==> config.mk <==
export PLATFORM = sky130hd
export DESIGN_NAME = sys_ctrl_tx
export DESIGN_NICKNAME = d
export VERILOG_FILES = /design/src/rtl/sys_ctrl_tx.sv
export SDC_FILE = /design/constraint.sdc
export NUM_CORES = 1
export LEC_CHECK = 0
export CORE_ASPECT_RATIO = 0.5
export CORE_MARGIN = 2
export CORE_UTILIZATION = 45
export CTS_CLUSTER_SIZE = 24
export DETAILED_ROUTE_END_ITERATION = 8
export PLACE_DENSITY = 0.78
export RECOVER_POWER = 100
export SYNTH_ARGS = -nofsm -noshare
export SYNTH_HDL_FRONTEND = slang
export SYNTH_SLANG_ARGS = --single-unit
==> constraint.sdc <==
create_clock -name CLK -period 1.81 [get_ports CLK]
set_input_delay 0.543 -clock CLK [delete_from_list [all_inputs] [get_ports CLK]]
set_output_delay 0.543 -clock CLK [all_outputs]
set_load 0.005 [all_outputs]
==> src/rtl/sys_ctrl_tx.sv <==
// Response-path controller: queues RF read bytes and ALU results and serialises them into the UART TX.
// Latency: RF valid pulse at edge n gives a TX strobe at edge n+2 when the UART is idle.
// Backpressure: waits on UART_TX_BUSY per byte; two capture slots, a third response is dropped and flagged.
module sys_ctrl_tx #(
    parameter int DATA_WIDTH = 8
) (
    input  logic                    CLK,
    input  logic                    RST,
    input  logic [DATA_WIDTH-1:0]   RF_RdData,
    input  logic                    RF_RdData_VLD,
    input  logic [2*DATA_WIDTH-1:0] ALU_OUT,
    input  logic                    ALU_OUT_VLD,
    input  logic                    UART_TX_BUSY,
    output logic [DATA_WIDTH-1:0]   UART_TX_DATA,
    output logic                    UART_TX_VLD,
    output logic                    OVERFLOW
);

    typedef enum logic [1:0] {
        IDLE      = 2'd0,
        SEND      = 2'd1,
        WAIT_ACK  = 2'd2,
        WAIT_DONE = 2'd3
    } state_t;

    state_t state;
    logic   byte_idx;

    // Capture slots: the active one is being transmitted, pending is one deep behind it.
    logic                    act_vld;
    logic                    act_two;
    logic [2*DATA_WIDTH-1:0] act_dat;
    logic                    pnd_vld;
    logic                    pnd_two;
    logic [2*DATA_WIDTH-1:0] pnd_dat;

    logic                    nxt_act_vld;
    logic                    nxt_act_two;
    logic [2*DATA_WIDTH-1:0] nxt_act_dat;
    logic                    nxt_pnd_vld;
    logic                    nxt_pnd_two;
    logic [2*DATA_WIDTH-1:0] nxt_pnd_dat;
    logic                    drop;
    logic                    finish;

    // The last byte of the active response has completed its frame on this edge.
    assign finish = (state == WAIT_DONE) && !UART_TX_BUSY && (byte_idx || !act_two);

    // Promote pending first, then place new responses; RF is offered a slot before ALU.
    always_comb begin
        nxt_act_vld = act_vld;
        nxt_act_two = act_two;
        nxt_act_dat = act_dat;
        nxt_pnd_vld = pnd_vld;
        nxt_pnd_two = pnd_two;
        nxt_pnd_dat = pnd_dat;
        drop        = 1'b0;
        if (finish) begin
            nxt_act_vld = pnd_vld;
            nxt_act_two = pnd_two;
            nxt_act_dat = pnd_dat;
            nxt_pnd_vld = 1'b0;
        end
        if (RF_RdData_VLD) begin
            if (!nxt_act_vld) begin
                nxt_act_vld = 1'b1;
                nxt_act_two = 1'b0;
                nxt_act_dat = {{DATA_WIDTH{1'b0}}, RF_RdData};
            end else if (!nxt_pnd_vld) begin
                nxt_pnd_vld = 1'b1;
                nxt_pnd_two = 1'b0;
                nxt_pnd_dat = {{DATA_WIDTH{1'b0}}, RF_RdData};
            end else begin
                drop = 1'b1;
            end
        end
        if (ALU_OUT_VLD) begin
            if (!nxt_act_vld) begin
                nxt_act_vld = 1'b1;
                nxt_act_two = 1'b1;
                nxt_act_dat = ALU_OUT;
            end else if (!nxt_pnd_vld) begin
                nxt_pnd_vld = 1'b1;
                nxt_pnd_two = 1'b1;
                nxt_pnd_dat = ALU_OUT;
            end else begin
                drop = 1'b1;
            end
        end
    end

    // Slot registers and the sticky overflow flag.
    always_ff @(posedge CLK or negedge RST) begin
        if (!RST) begin
            act_vld  <= 1'b0;
            act_two  <= 1'b0;
            act_dat  <= '0;
            pnd_vld  <= 1'b0;
            pnd_two  <= 1'b0;
            pnd_dat  <= '0;
            OVERFLOW <= 1'b0;
        end else begin
            act_vld  <= nxt_act_vld;
            act_two  <= nxt_act_two;
            act_dat  <= nxt_act_dat;
            pnd_vld  <= nxt_pnd_vld;
            pnd_two  <= nxt_pnd_two;
            pnd_dat  <= nxt_pnd_dat;
            OVERFLOW <= OVERFLOW | drop;
        end
    end

    // Byte sequencer: strobe one byte, wait for the UART to take it and finish the frame.
    always_ff @(posedge CLK or negedge RST) begin
        if (!RST) begin
            state        <= IDLE;
            byte_idx     <= 1'b0;
            UART_TX_DATA <= '0;
            UART_TX_VLD  <= 1'b0;
        end else begin
            UART_TX_VLD <= 1'b0;
            case (state)
                IDLE: begin
                    byte_idx <= 1'b0;
                    if (act_vld) begin
                        state <= SEND;
                    end
                end
                SEND: begin
                    if (!UART_TX_BUSY) begin
                        UART_TX_DATA <= byte_idx ? act_dat[2*DATA_WIDTH-1:DATA_WIDTH]
                                                 : act_dat[DATA_WIDTH-1:0];
                        UART_TX_VLD  <= 1'b1;
                        state        <= WAIT_ACK;
                    end
                end
                WAIT_ACK: begin
                    if (UART_TX_BUSY) begin
                        state <= WAIT_DONE;
                    end
                end
                WAIT_DONE: begin
                    if (!UART_TX_BUSY) begin
                        if (!byte_idx && act_two) begin
                            byte_idx <= 1'b1;
                            state    <= SEND;
                        end else begin
                            byte_idx <= 1'b0;
                            state    <= IDLE;
                        end
                    end
                end
                default: begin
                    byte_idx <= 1'b0;
                    state    <= IDLE;
                end
            endcase
        end
    end

endmodule

==> key figures <==
Floorplanning
  • Initial core utilization: between 40% and 50%
  • Core area: about 0.0054 mm^2
  • Row cnt: 19
  • Die area: approximately 0.0063 mm^2
  • IO Pins: 39
  • DIE HEIGHT: 56.9 um
  • Die W: about 110 um

Pwr
  • P_leak: approximately 1.4 nW
  • Power Density: roughly 1400 mW/mm^2
  • Peak VDD IR: between 0.0006 and 0.0007 V
  • Final Total Pwr: around 4.5 mW

Clock tree
  • CTS max path bufs: 2
  • CTS tree: done
  • Root buffer cell: clkbuf_8
  • Clock H-tree levels: 2
  • Clock sinks: between 40 and 50
  • Worst-path clk slew: ~0.090 ns
  • Clock latency on the worst-skew pair: ~0.30 ns
  • TritonCTS Buffers: 5

Setup path
  • CP Max Fanout: 17
  • Crit-path cells: ha_4, nor2b_4, a211o_1, a21o_1, buf_12, mux2i_1, o21ai_1
  • Crit path buf inv count: 1
  • Max incr delay on CP: roughly 0.42 ns
  • Crit-path leading delay family: compound AO/OA/AOI/OAI gates
  • Startpoint types: flip-flop
  • Setup CP Type: reg -> reg
  • WP data arrival: 1.97 ns
  • Slowest cell on crit path: dfrtp_1
  • Worst EP required: approximately 2 ns
  • Crit end category: flip-flop

Synthesis
  • Top cells by area, synth: dfrtp_1 (49%), mux2i_1 (9.5%), nand2_1 (5.4%)
  • Syn Area/Cell: ~10 um^2
  • Share of the synthesized area in the top cell type: 48.6%
  • Cell Area, Synth: approximately 0.0025 mm^2
  • Gate Count Post-Synth: approximately 250
  • Ys Warns: 0
  • Register area share after synthesis: between 40% and 50%
  • Cell variety after synth: 38
  • Synth Net Count: 280
  • Synth area leader: dfrtp_1
  • Synth Register Bits: slightly below 50

Timing
  • Fin crit share: around 99%
  • Final min period: between 1.5 and 2 ns
  • Final Hold Fails: 0
  • Max frequency: 560 MHz
  • Setup Skew: around 0.0032 ns
  • Worst hold slack: approximately 0.49 ns
  • Worst slew pin tran: roughly 1.2 ns
  • Count of final setup violators: 0
  • Final Max Tran Viols: 0
  • Slew Limit Headroom: 17.6%
  • RSZ-0062 raised after global routing: yes
  • Setup_tns: 0 ns
  • Setup WS post-layout: between 0.02 and 0.03 ns

Global route
  • First-pass GRT wire length: roughly 10000 um
  • Initial antenna violation count: 0
  • Largest net degree at the start of global routing: 50
  • GRT Total Usage: between 20% and 30%
  • Vias in the first global route: 2152
  • Total grt overflow: 0

Cells and area
  • Area Overhead vs Synth: 31.8%
  • Ant diodes: 0
  • Layout cells sized above 1: 20.3%
  • Layout Utilization: 61.0%
  • Most common cell after layout, fill and taps aside: dfrtp_1
  • Net count, final: approximately 340
  • Most frequent cells in the layout: dfrtp_1 (49), nand2_1 (36), clkdlybuf4s50_1 (36)
  • Filler Cells Inserted: 422
  • Final instance area: 0.00332 mm^2
  • Fin cells: roughly 380
  • Multi-input logic area: about 0.0012 mm^2
  • Register area: 0.00123 mm^2

Placed design
  • DP Area: between 0.003 and 0.004 mm^2
  • Pre-CTS WS: -0.477 ns
  • Post-Place Cells: ~370
  • Number of buffers inserted by port buffering: 38
  • Post-DP HPWL: roughly 4300 um
  • Final GP Congestion: 0.810

Run
  • Max Cap Viol: 0

Detailed routing
  • DRC viols: 0
  • DRT antenna net count: 0
  • DRT Pass-1 Iters: 4
  • Drt total wl: around 6000 um
  • Via-to-Cell Ratio: 5.45
  • Routed WL per cell: ~16 um
  • Iteration-0 DRC Markers: between 100 and 150
  • Via count: between 2000 and 2500

Worst hold path
  • Hold crit path type: reg -> reg

Outcome
  • Status: complete, no violations
## cells in the mapped netlist, drive strengths merged
| master | number |
|---|---|
| dfrtp | 49 |
| inv | 4 |
| o211ai | 1 |
| a222oi | 1 |
| mux2i | 24 |
| maj3 | 1 |
| clkbuf | 5 |
| a2111oi | 1 |
| a211o | 1 |
| o2111ai | 1 |
| nand2b | 12 |
| ha | 4 |
| buf | 10 |
| a31o | 1 |
| and3 | 1 |
| o21a | 1 |
| nor2b | 3 |
| o2bb2ai | 8 |
| nand4 | 1 |
| a21o | 4 |
| mux2 | 9 |
| o21ai | 28 |
| or3 | 1 |
| clkinv | 1 |
| nand2 | 36 |
| a21oi | 13 |
| o22ai | 17 |
| o21bai | 1 |
| nor2 | 4 |
| nand3 | 2 |
| nand3b | 2 |
## worst register-to-register path: cells and delay by family (launching register included)
family,cells,cell delay [ns]
flip-flops,1,0.42
AO/OA/AOI/OAI,3,0.58
AND/OR/NAND/NOR,1,0.14
adder cells (fa/ha/maj),1,0.20
buffers and inverters,1,0.16
multiplexers,1,0.17
## routing by layer
metal	GRT usage, %	wire [um]	share of wire [%]
met3	3.72	171	2.8
met4	4.52	44	0.73
met1	27.7	2800	47
met5	0	0	0
met2	36.1	3000	50
## kinds of logic (layout without fill, tap and decap cells)
group / Yosys count / after routing / synth area share (%)
DFF: 49 / 49 / 48.6
adders and majority gates: 5 / 5 / 2.38
AOI/OAI and AO/OA: 78 / 78 / 19.5
and+or+nand+nor: 62 / 62 / 11.8
muxes: 33 / 33 / 13.5
buffers and inverters: 20 / 83 / 4.12
## registers in the layout, indices dropped and copies added, names as in the netlist
register      cells
act_dat          16
pnd_dat          16
UART_TX_DATA      8
state             2
OVERFLOW          1
UART_TX_VLD       1
act_two           1
act_vld           1
byte_idx          1
pnd_two           1
pnd_vld           1
## report_power, final
| part | switching, mW | internal [mW] |
|---|---|---|
| combinational | 0.967 | 1.08 |
| sequential | 0.273 | 1.54 |
| clock | 0.385 | 0.275 |
| total | 1.63 | 2.89 |
## final timing paths
check                                       startpoint                     endpoint  slack, ns  depth (start not counted)
hold / removal             UART_TX_DATA[6]$_DFFE_PN0P_  UART_TX_DATA[6]$_DFFE_PN0P_       0.49                          2
min in group asynchronous                          RST         pnd_dat[2]$_DFF_PN0_       0.57                          2
setup reg to reg                  state[0]$_DFFE_PN0P_         pnd_dat[1]$_DFF_PN0_       0.03                          7
hold reg to reg            UART_TX_DATA[6]$_DFFE_PN0P_  UART_TX_DATA[6]$_DFFE_PN0P_       0.49                          2
max in group asynchronous                          RST         pnd_dat[0]$_DFF_PN0_       0.50                          2
setup / recovery                  state[0]$_DFFE_PN0P_         pnd_dat[1]$_DFF_PN0_       0.03                          7
## area by class of cell
type                            count  share of cell area, %
Tap cell                           73                   2.75
Timing Repair Buffer               70                   19.8
Clock buffer                        5                   2.07
Multi-Input combinational cell    178                   37.3
Clock inverter                      3                  0.640
Inverter                            5                  0.565
Sequential cell                    49                   36.9
## timing repair
action | CTS | global route
endpoints found under the setup margin | 35 | 20
hold buffers | 0 | 0
buffers inserted | 1 | 1
resized for setup | 6 | 12
gates cloned | 0 | 0
pin swaps | 0 | 4
Power figures use the tool's default switching activity.
